===== src/rtl/wallace_col_gather_pkg.sv =====
// Shared constants and index helpers for the column-to-row gather stage.
// Fixes the partial-product geometry and the bit-slicing used on both bus sides.
package wallace_col_gather_pkg;

  localparam int ROWS          = 17;
  localparam int COLS          = 68;
  localparam int COLS_PER_BEAT = 4;
  localparam int BEATS         = COLS / COLS_PER_BEAT;
  localparam int CNT_W         = $clog2(BEATS);
  localparam int BEAT_W        = ROWS * COLS_PER_BEAT;
  localparam int FRAME_W       = ROWS * COLS;

  typedef logic [0:0] state_t;

  localparam state_t ST_FILL = 1'b0;
  localparam state_t ST_FULL = 1'b1;

  // Bit position of row r inside local column k of an input beat.
  function automatic int col_bit_idx(input int k, input int r);
    return k * ROWS + r;
  endfunction

  // Bit position of global column c inside row r of the assembled frame.
  function automatic int row_bit_idx(input int r, input int c);
    return r * COLS + c;
  endfunction

endpackage


===== src/rtl/wallace_col_gather_if.sv =====
// Beat-in / frame-out handshake bundle for wallace_col_gather.
// master = producer/consumer side (bench or neighbours), slave = the gather block.
interface wallace_col_gather_if;
  import wallace_col_gather_pkg::*;

  logic               in_valid;
  logic               in_ready;
  logic [BEAT_W-1:0]  in_cols;
  logic               in_last;
  logic               out_valid;
  logic               out_ready;
  logic [FRAME_W-1:0] out_rows;

  modport master (
    output in_valid, in_cols, in_last, out_ready,
    input  in_ready, out_valid, out_rows
  );

  modport slave (
    input  in_valid, in_cols, in_last, out_ready,
    output in_ready, out_valid, out_rows
  );

endinterface


===== src/rtl/wallace_col_gather.sv =====
// Reassembles column-serial beats (COLS_PER_BEAT columns of ROWS bits each)
// into a row-major ROWS x COLS frame and hands it out with valid/ready.
module wallace_col_gather
  import wallace_col_gather_pkg::*;
(
  input  logic                 clk,
  input  logic                 resetn,
  input  logic                 flush,
  wallace_col_gather_if.slave  bus,
  output logic                 frame_err
);

  state_t             r_state;
  logic [CNT_W-1:0]   r_beat_cnt;
  logic [FRAME_W-1:0] r_buf;
  logic               r_frame_err;

  logic               w_acc;
  logic               w_out_hs;
  logic               w_last_pos;
  logic               w_frame_done;
  logic               w_misalign;
  logic [BEATS-1:0]   w_beat_we;

  // In FULL the next frame's first beat may only enter alongside the output handshake.
  assign bus.in_ready  = (r_state == ST_FILL) ? 1'b1 : bus.out_ready;
  assign bus.out_valid = (r_state == ST_FULL);
  assign bus.out_rows  = r_buf;
  assign frame_err     = r_frame_err;

  assign w_acc        = bus.in_valid && bus.in_ready && !flush;
  assign w_out_hs     = bus.out_valid && bus.out_ready && !flush;
  assign w_last_pos   = (r_beat_cnt == CNT_W'(BEATS - 1));
  assign w_frame_done = w_acc && bus.in_last && w_last_pos;
  assign w_misalign   = w_acc && (bus.in_last != w_last_pos);

  for (genvar b = 0; b < BEATS; b++) begin : g_beat_we
    assign w_beat_we[b] = w_acc && (r_beat_cnt == CNT_W'(b));
  end

  always_ff @(posedge clk or negedge resetn) begin
    if (!resetn) begin
      r_state     <= ST_FILL;
      r_beat_cnt  <= '0;
      r_frame_err <= 1'b0;
    end else begin
      // NOTE: non-blocking default followed by overrides; the last assignment wins, so the pulse self-clears.
      r_frame_err <= 1'b0;
      if (flush) begin
        r_state    <= ST_FILL;
        r_beat_cnt <= '0;
      end else if (w_acc) begin
        if (w_frame_done) begin
          r_state    <= ST_FULL;
          r_beat_cnt <= '0;
        end else if (w_misalign) begin
          r_state     <= ST_FILL;
          r_beat_cnt  <= '0;
          r_frame_err <= 1'b1;
        end else begin
          r_state    <= ST_FILL;
          r_beat_cnt <= r_beat_cnt + CNT_W'(1);
        end
      end else if (w_out_hs) begin
        r_state    <= ST_FILL;
        r_beat_cnt <= '0;
      end
    end
  end

  always_ff @(posedge clk or negedge resetn) begin
    if (!resetn) begin
      // NOTE: the frame buffer is reset deliberately so out_rows reads zero out of reset.
      r_buf <= '0;
    end else begin
      for (int b = 0; b < BEATS; b++) begin
        if (w_beat_we[b]) begin
          for (int k = 0; k < COLS_PER_BEAT; k++) begin
            for (int r = 0; r < ROWS; r++) begin
              r_buf[row_bit_idx(r, b * COLS_PER_BEAT + k)] <= bus.in_cols[col_bit_idx(k, r)];
            end
          end
        end
      end
    end
  end

endmodule

===== src/flat_wrapper.sv =====
// flat-port wrapper written by rule: the top's interface ports become plain ports
module wallace_col_gather_flat import wallace_col_gather_pkg::*;
  (clk, resetn, flush, frame_err, bus_in_valid, bus_in_cols, bus_in_last, bus_out_ready, bus_in_ready, bus_out_valid, bus_out_rows);
  wallace_col_gather_if bus_i ();
  input  logic clk;
  input  logic resetn;
  input  logic flush;
  output logic frame_err;
  input wire logic [$bits(bus_i.in_valid)-1:0] bus_in_valid;
  input wire logic [$bits(bus_i.in_cols)-1:0] bus_in_cols;
  input wire logic [$bits(bus_i.in_last)-1:0] bus_in_last;
  input wire logic [$bits(bus_i.out_ready)-1:0] bus_out_ready;
  output wire logic [$bits(bus_i.in_ready)-1:0] bus_in_ready;
  output wire logic [$bits(bus_i.out_valid)-1:0] bus_out_valid;
  output wire logic [$bits(bus_i.out_rows)-1:0] bus_out_rows;
  assign bus_i.in_valid = bus_in_valid;
  assign bus_i.in_cols = bus_in_cols;
  assign bus_i.in_last = bus_in_last;
  assign bus_i.out_ready = bus_out_ready;
  assign bus_in_ready = bus_i.in_ready;
  assign bus_out_valid = bus_i.out_valid;
  assign bus_out_rows = bus_i.out_rows;
  wallace_col_gather u_core (.clk(clk), .resetn(resetn), .flush(flush), .bus(bus_i), .frame_err(frame_err));
endmodule

===== config.mk =====
export PLATFORM = sky130hd
export DESIGN_NAME = wallace_col_gather_flat
export DESIGN_NICKNAME = d
export VERILOG_FILES = /design/src/rtl/wallace_col_gather_pkg.sv /design/src/rtl/wallace_col_gather_if.sv /design/src/rtl/wallace_col_gather.sv /design/src/flat_wrapper.sv
export SDC_FILE = /design/constraint.sdc
export NUM_CORES = 1
export LEC_CHECK = 0
export CAP_MARGIN = 10
export CORE_AREA = 2 2 482 484
export CTS_BUF_LIST = sky130_fd_sc_hd__clkbuf_4
export DETAILED_ROUTE_END_ITERATION = 7
export DIE_AREA = 0 0 484 486
export HOLD_SLACK_MARGIN = 0.08
export SLEW_MARGIN = 20
export SYNTH_ARGS = -nofsm -noshare
export SYNTH_HDL_FRONTEND = slang
export SYNTH_SLANG_ARGS = --single-unit

===== constraint.sdc =====
create_clock -name clk -period 2.35 [get_ports clk]
set_input_delay 0.5875 -clock clk [delete_from_list [all_inputs] [get_ports clk]]
set_output_delay 0.5875 -clock clk [all_outputs]
set_load 0.005 [all_outputs]

==> flow_metrics.env, run 1 <==
export IMPL_netlist_instances=2569
export IMPL_worst_slew_margin_rel_pct=52.80
export IMPL_root_cell_of_the_clock_tree="clkbuf_4"
export IMPL_drtAntennaViolNets=0
export IMPL_cp_end_kind="output port"
export IMPL_p_seq_share_pct=48.9
export IMPL_measured_slew_at_the_worst_slew_check_pin_ns=0.7081
export IMPL_layout_cell_share_with_drive_strength_beyond_1_pct=69.95
export IMPL_total_power_mw=43.48
export IMPL_grt_overflow_total=0
export IMPL_status="finished, violations left"
export IMPL_wire_per_inst_um=22.95
export IMPL_numClockSinks=1163
export IMPL_share_of_the_clock_period_used_by_the_worst_path_after_layout_pct=109.1
export IMPL_grt_max_degree=99
export IMPL_floorplan_io_pins=1233
export IMPL_utilization_pct=27.74
export IMPL_ordered_cell_list_for_the_critical_path="nor2b_4 -> inv_8 -> buf_6"
export IMPL_finish_cell_count_without_fillers=7676
export IMPL_synth_ff_type="dfrtp_1"
export IMPL_synth_edff_count=0
export IMPL_seqCellArea_um2=29110
export IMPL_areaGrowthSynthToFinish_pct=46.20
export IMPL_layout_filler_cells=23790
export IMPL_critical_path_buf_inv_count=2
export IMPL_pwr_share_comb_pct=8.4
export IMPL_core_area_um2=229500
export IMPL_ys_warnings_count=0
export IMPL_grt_pass1_vias=32090
export IMPL_max_freq_ghz=0.3902
export IMPL_detailedPlace_worstSlack_ns=-0.5264
export IMPL_cts_buffers_inserted=335
export IMPL_number_of_rows_created_at_floorplan=176
export IMPL_drt_wl_total_um=176200
export IMPL_timing_critical_path_from_type="flop"
export IMPL_power_internal_mw=32.42
export IMPL_detailedRoute_firstPassIterationCount=4
export IMPL_critPathMaxStageDelay_ns=0.36
export IMPL_setup_violation_total_in_the_final_timing_report=621
export IMPL_violations="setup timing"
export IMPL_synth_nets=2648
export IMPL_commonest_cells_after_routing_fill_and_taps_aside="dfrtp_1, mux2_2, buf_2, clkbuf_4, buf_4"
export IMPL_unique_masters_post_synth=33
export IMPL_ys_seq_area_share_pct=66.84
export IMPL_worst_ir_drop_vdd_v=0.0004273
export IMPL_clockBufferDepth=4
export IMPL_cap_viol_max_count=0
export IMPL_power_leakage_nw=34.76
export IMPL_drt_first_iter_violations=1053
export IMPL_nNetsFinal=4503
export IMPL_detailroute_via_count=30150
export IMPL_finalHoldViolations=0
export IMPL_multiInputGateArea_um2=13610
export IMPL_critical_path_class="reg2out"
export IMPL_yosys_register_bits=1163
export IMPL_crit_path_max_fanout=2
export IMPL_fin_ws_ns=-0.2128
export IMPL_min_delay_worst_type="in2reg"
export IMPL_path_clk_slew_ns=0.06
export IMPL_fin_tns_setup_ns=-15.66
export IMPL_mostFrequentLayoutCell="dfrtp_1"
export IMPL_cts_tree="yes"
export IMPL_grt_pass1_wl_um=245300
export IMPL_clock_tree_htree_level_count=5
export IMPL_worst_clock_skew_ns=0.08529
export IMPL_critical_path_arrival_ns=1.98
export IMPL_track_usage_pct=14.48
export IMPL_place_detailed_hpwl_um=121700
export IMPL_remaining_drc_errors=0
export IMPL_crit_required_ns=1.76
export IMPL_pwr_density_cell_nw_per_um2=683.0
export IMPL_synth_async_sr_flop_share_pct=100.0
export IMPL_port_buffers=1232
export IMPL_die_area_um2=235200
export IMPL_final_max_slew_viol_count=0
export IMPL_gp_congestion=0.7646
export IMPL_clock_latency_ns=1.24
export IMPL_switching_share_pct=25.44
export IMPL_die_h_um=486
export IMPL_clkPwrFrac_pct=42.7
export IMPL_minimum_period_implied_by_the_final_worst_setup_slack_ns=2.563
export IMPL_start_util_pct=18.98
export IMPL_chipWidth_um=484
export IMPL_placedCellCount=6871
export IMPL_crit_family="flip-flops"
export IMPL_synth_area_per_cell_um2=16.95
export IMPL_switchingPower_mw=11.06
export IMPL_number_of_antenna_violations_at_the_first_check_in_global_routing=17
export IMPL_crit_slowest_cell="dfrtp_1"
export IMPL_synth_cell_area_um2=43540
export IMPL_grt_setup_unrepaired="yes"
export IMPL_avgViaCountPerCell=3.928
-- power groups by stage --
stage	registers, mW	logic (mW)	clock network (mW)
finish	21.3	3.66	18.6
global route	21.3	3.96	20.5
CTS	21.2	3.65	19.4
detailed placement	21.6	4.13	0
global placement	21.6	4.11	0
floorplan	21.6	0.890	0
-- cell usage after synthesis, drive strengths merged (2+ instances only) --
master,count,area [um^2]
nand4,3,18.77
nor3b,2,25.02
xnor2,2,17.52
nor2b,2,12.51
nor3,2,10.01
dfrtp,1163,29100
nand3,12,95.09
clkbuf,69,260.2
nand2b,2,12.51
buf,121,674.4
and2b,3,22.52
inv,7,28.78
nor2,2,10.01
ha,5,62.56
a22o,4,35.03
mux2,1157,13030
and4bb,4,50.05
-- registers in the layout, indices dropped and copies added (netlist names) --
register / cells
u_core.bus.out_rows: 1156
u_core.r_beat_cnt: 5
u_core.bus.out_valid: 1
u_core.frame_err: 1
-- layer usage --
layer	GRT usage, %	share of wire [%]	vias up
li1	-	-	12990
met1	16.23	38	15600
met2	25.08	50	1271
met3	5.347	8.3	288
met4	5.170	3.1	4
met5	0	0.016	-
-- cell families (layout without fill, tap and decap cells) --
| kind of cell | count (synthesis) | after routing | synth area share [%] |
|---|---|---|---|
| multiplexers | 1158 | 1158 | 29.94 |
| flip-flops | 1163 | 1163 | 66.84 |
| AO/OA/AOI/OAI | 7 | 7 | 0.1293 |
| adder cells (fa/ha/maj) | 5 | 5 | 0.1437 |
| XOR/XNOR | 2 | 2 | 0.04023 |
| buffers and inverters | 197 | 2260 | 2.212 |
| other | 0 | 18 | 0 |
| AND/OR/NAND/NOR | 37 | 37 | 0.6954 |
-- cell type report --
class | count | share of cell area (%)
antenna | 18 | 0.07075
clock buffer | 486 | 5.731
clock inverter | 59 | 0.5503
inverter | 7 | 0.05307
multi-input combinational | 1209 | 21.38
sequential | 1163 | 45.72
tap | 3026 | 5.947
timing repair buffer | 1708 | 20.55
-- worst paths after layout --
check / startpoint / end / slack, ns / depth (start not counted)
min reg2reg: u_core.bus.out_rows[1002] / u_core.bus.out_rows[1002] / 0.48 / 1
max: u_core.bus.out_valid / bus_in_ready / -0.21 / 3
max in group asynchronous: resetn / u_core.bus.out_rows[796] / 0.97 / 6
min in group asynchronous: resetn / u_core.bus.out_rows[583] / 0.59 / 4
min: bus_in_cols[1] / u_core.bus.out_rows[112] / 0.28 / 3
max reg2reg: u_core.r_beat_cnt[1] / u_core.bus.out_rows[866] / 0.09 / 7
-- tightest hold or removal path, cell delays in order --
cell and delay, ns:
clkdlybuf4s50_1 0.40, buf_4 0.23, mux2_2 0.29
-- stage by stage --
stage                     instance area, um^2  hold slack, ns
after global placement                  61530          0.4671
final                                   63660          0.2793
after global routing                    63650          0.1190
after floorplan                         43540          0.2919
after detailed placement                61530          0.4738
after CTS                               62340         0.08072
-- repair_timing --
| item | in CTS | in global routing |
|---|---|---|
| gates cloned | 0 | 3 |
| setup buffers | 103 | 79 |
| endpoints found under the setup margin | 1209 | 1240 |
| hold endpoints to repair | 1671 | 0 |
| hold buffers | 58 | 0 |
| resized for setup | 4863 | 125 |
Note: power is estimated with default switching activity, not from simulation.
==> run 2, diff against run 1 <==
Settings changed: GPL_ROUTABILITY_DRIVEN set to 0, SLEW_MARGIN 20 to not set.
==> results of run 2 <==
Final layout, timing and power as in run 1 (identical DEF).
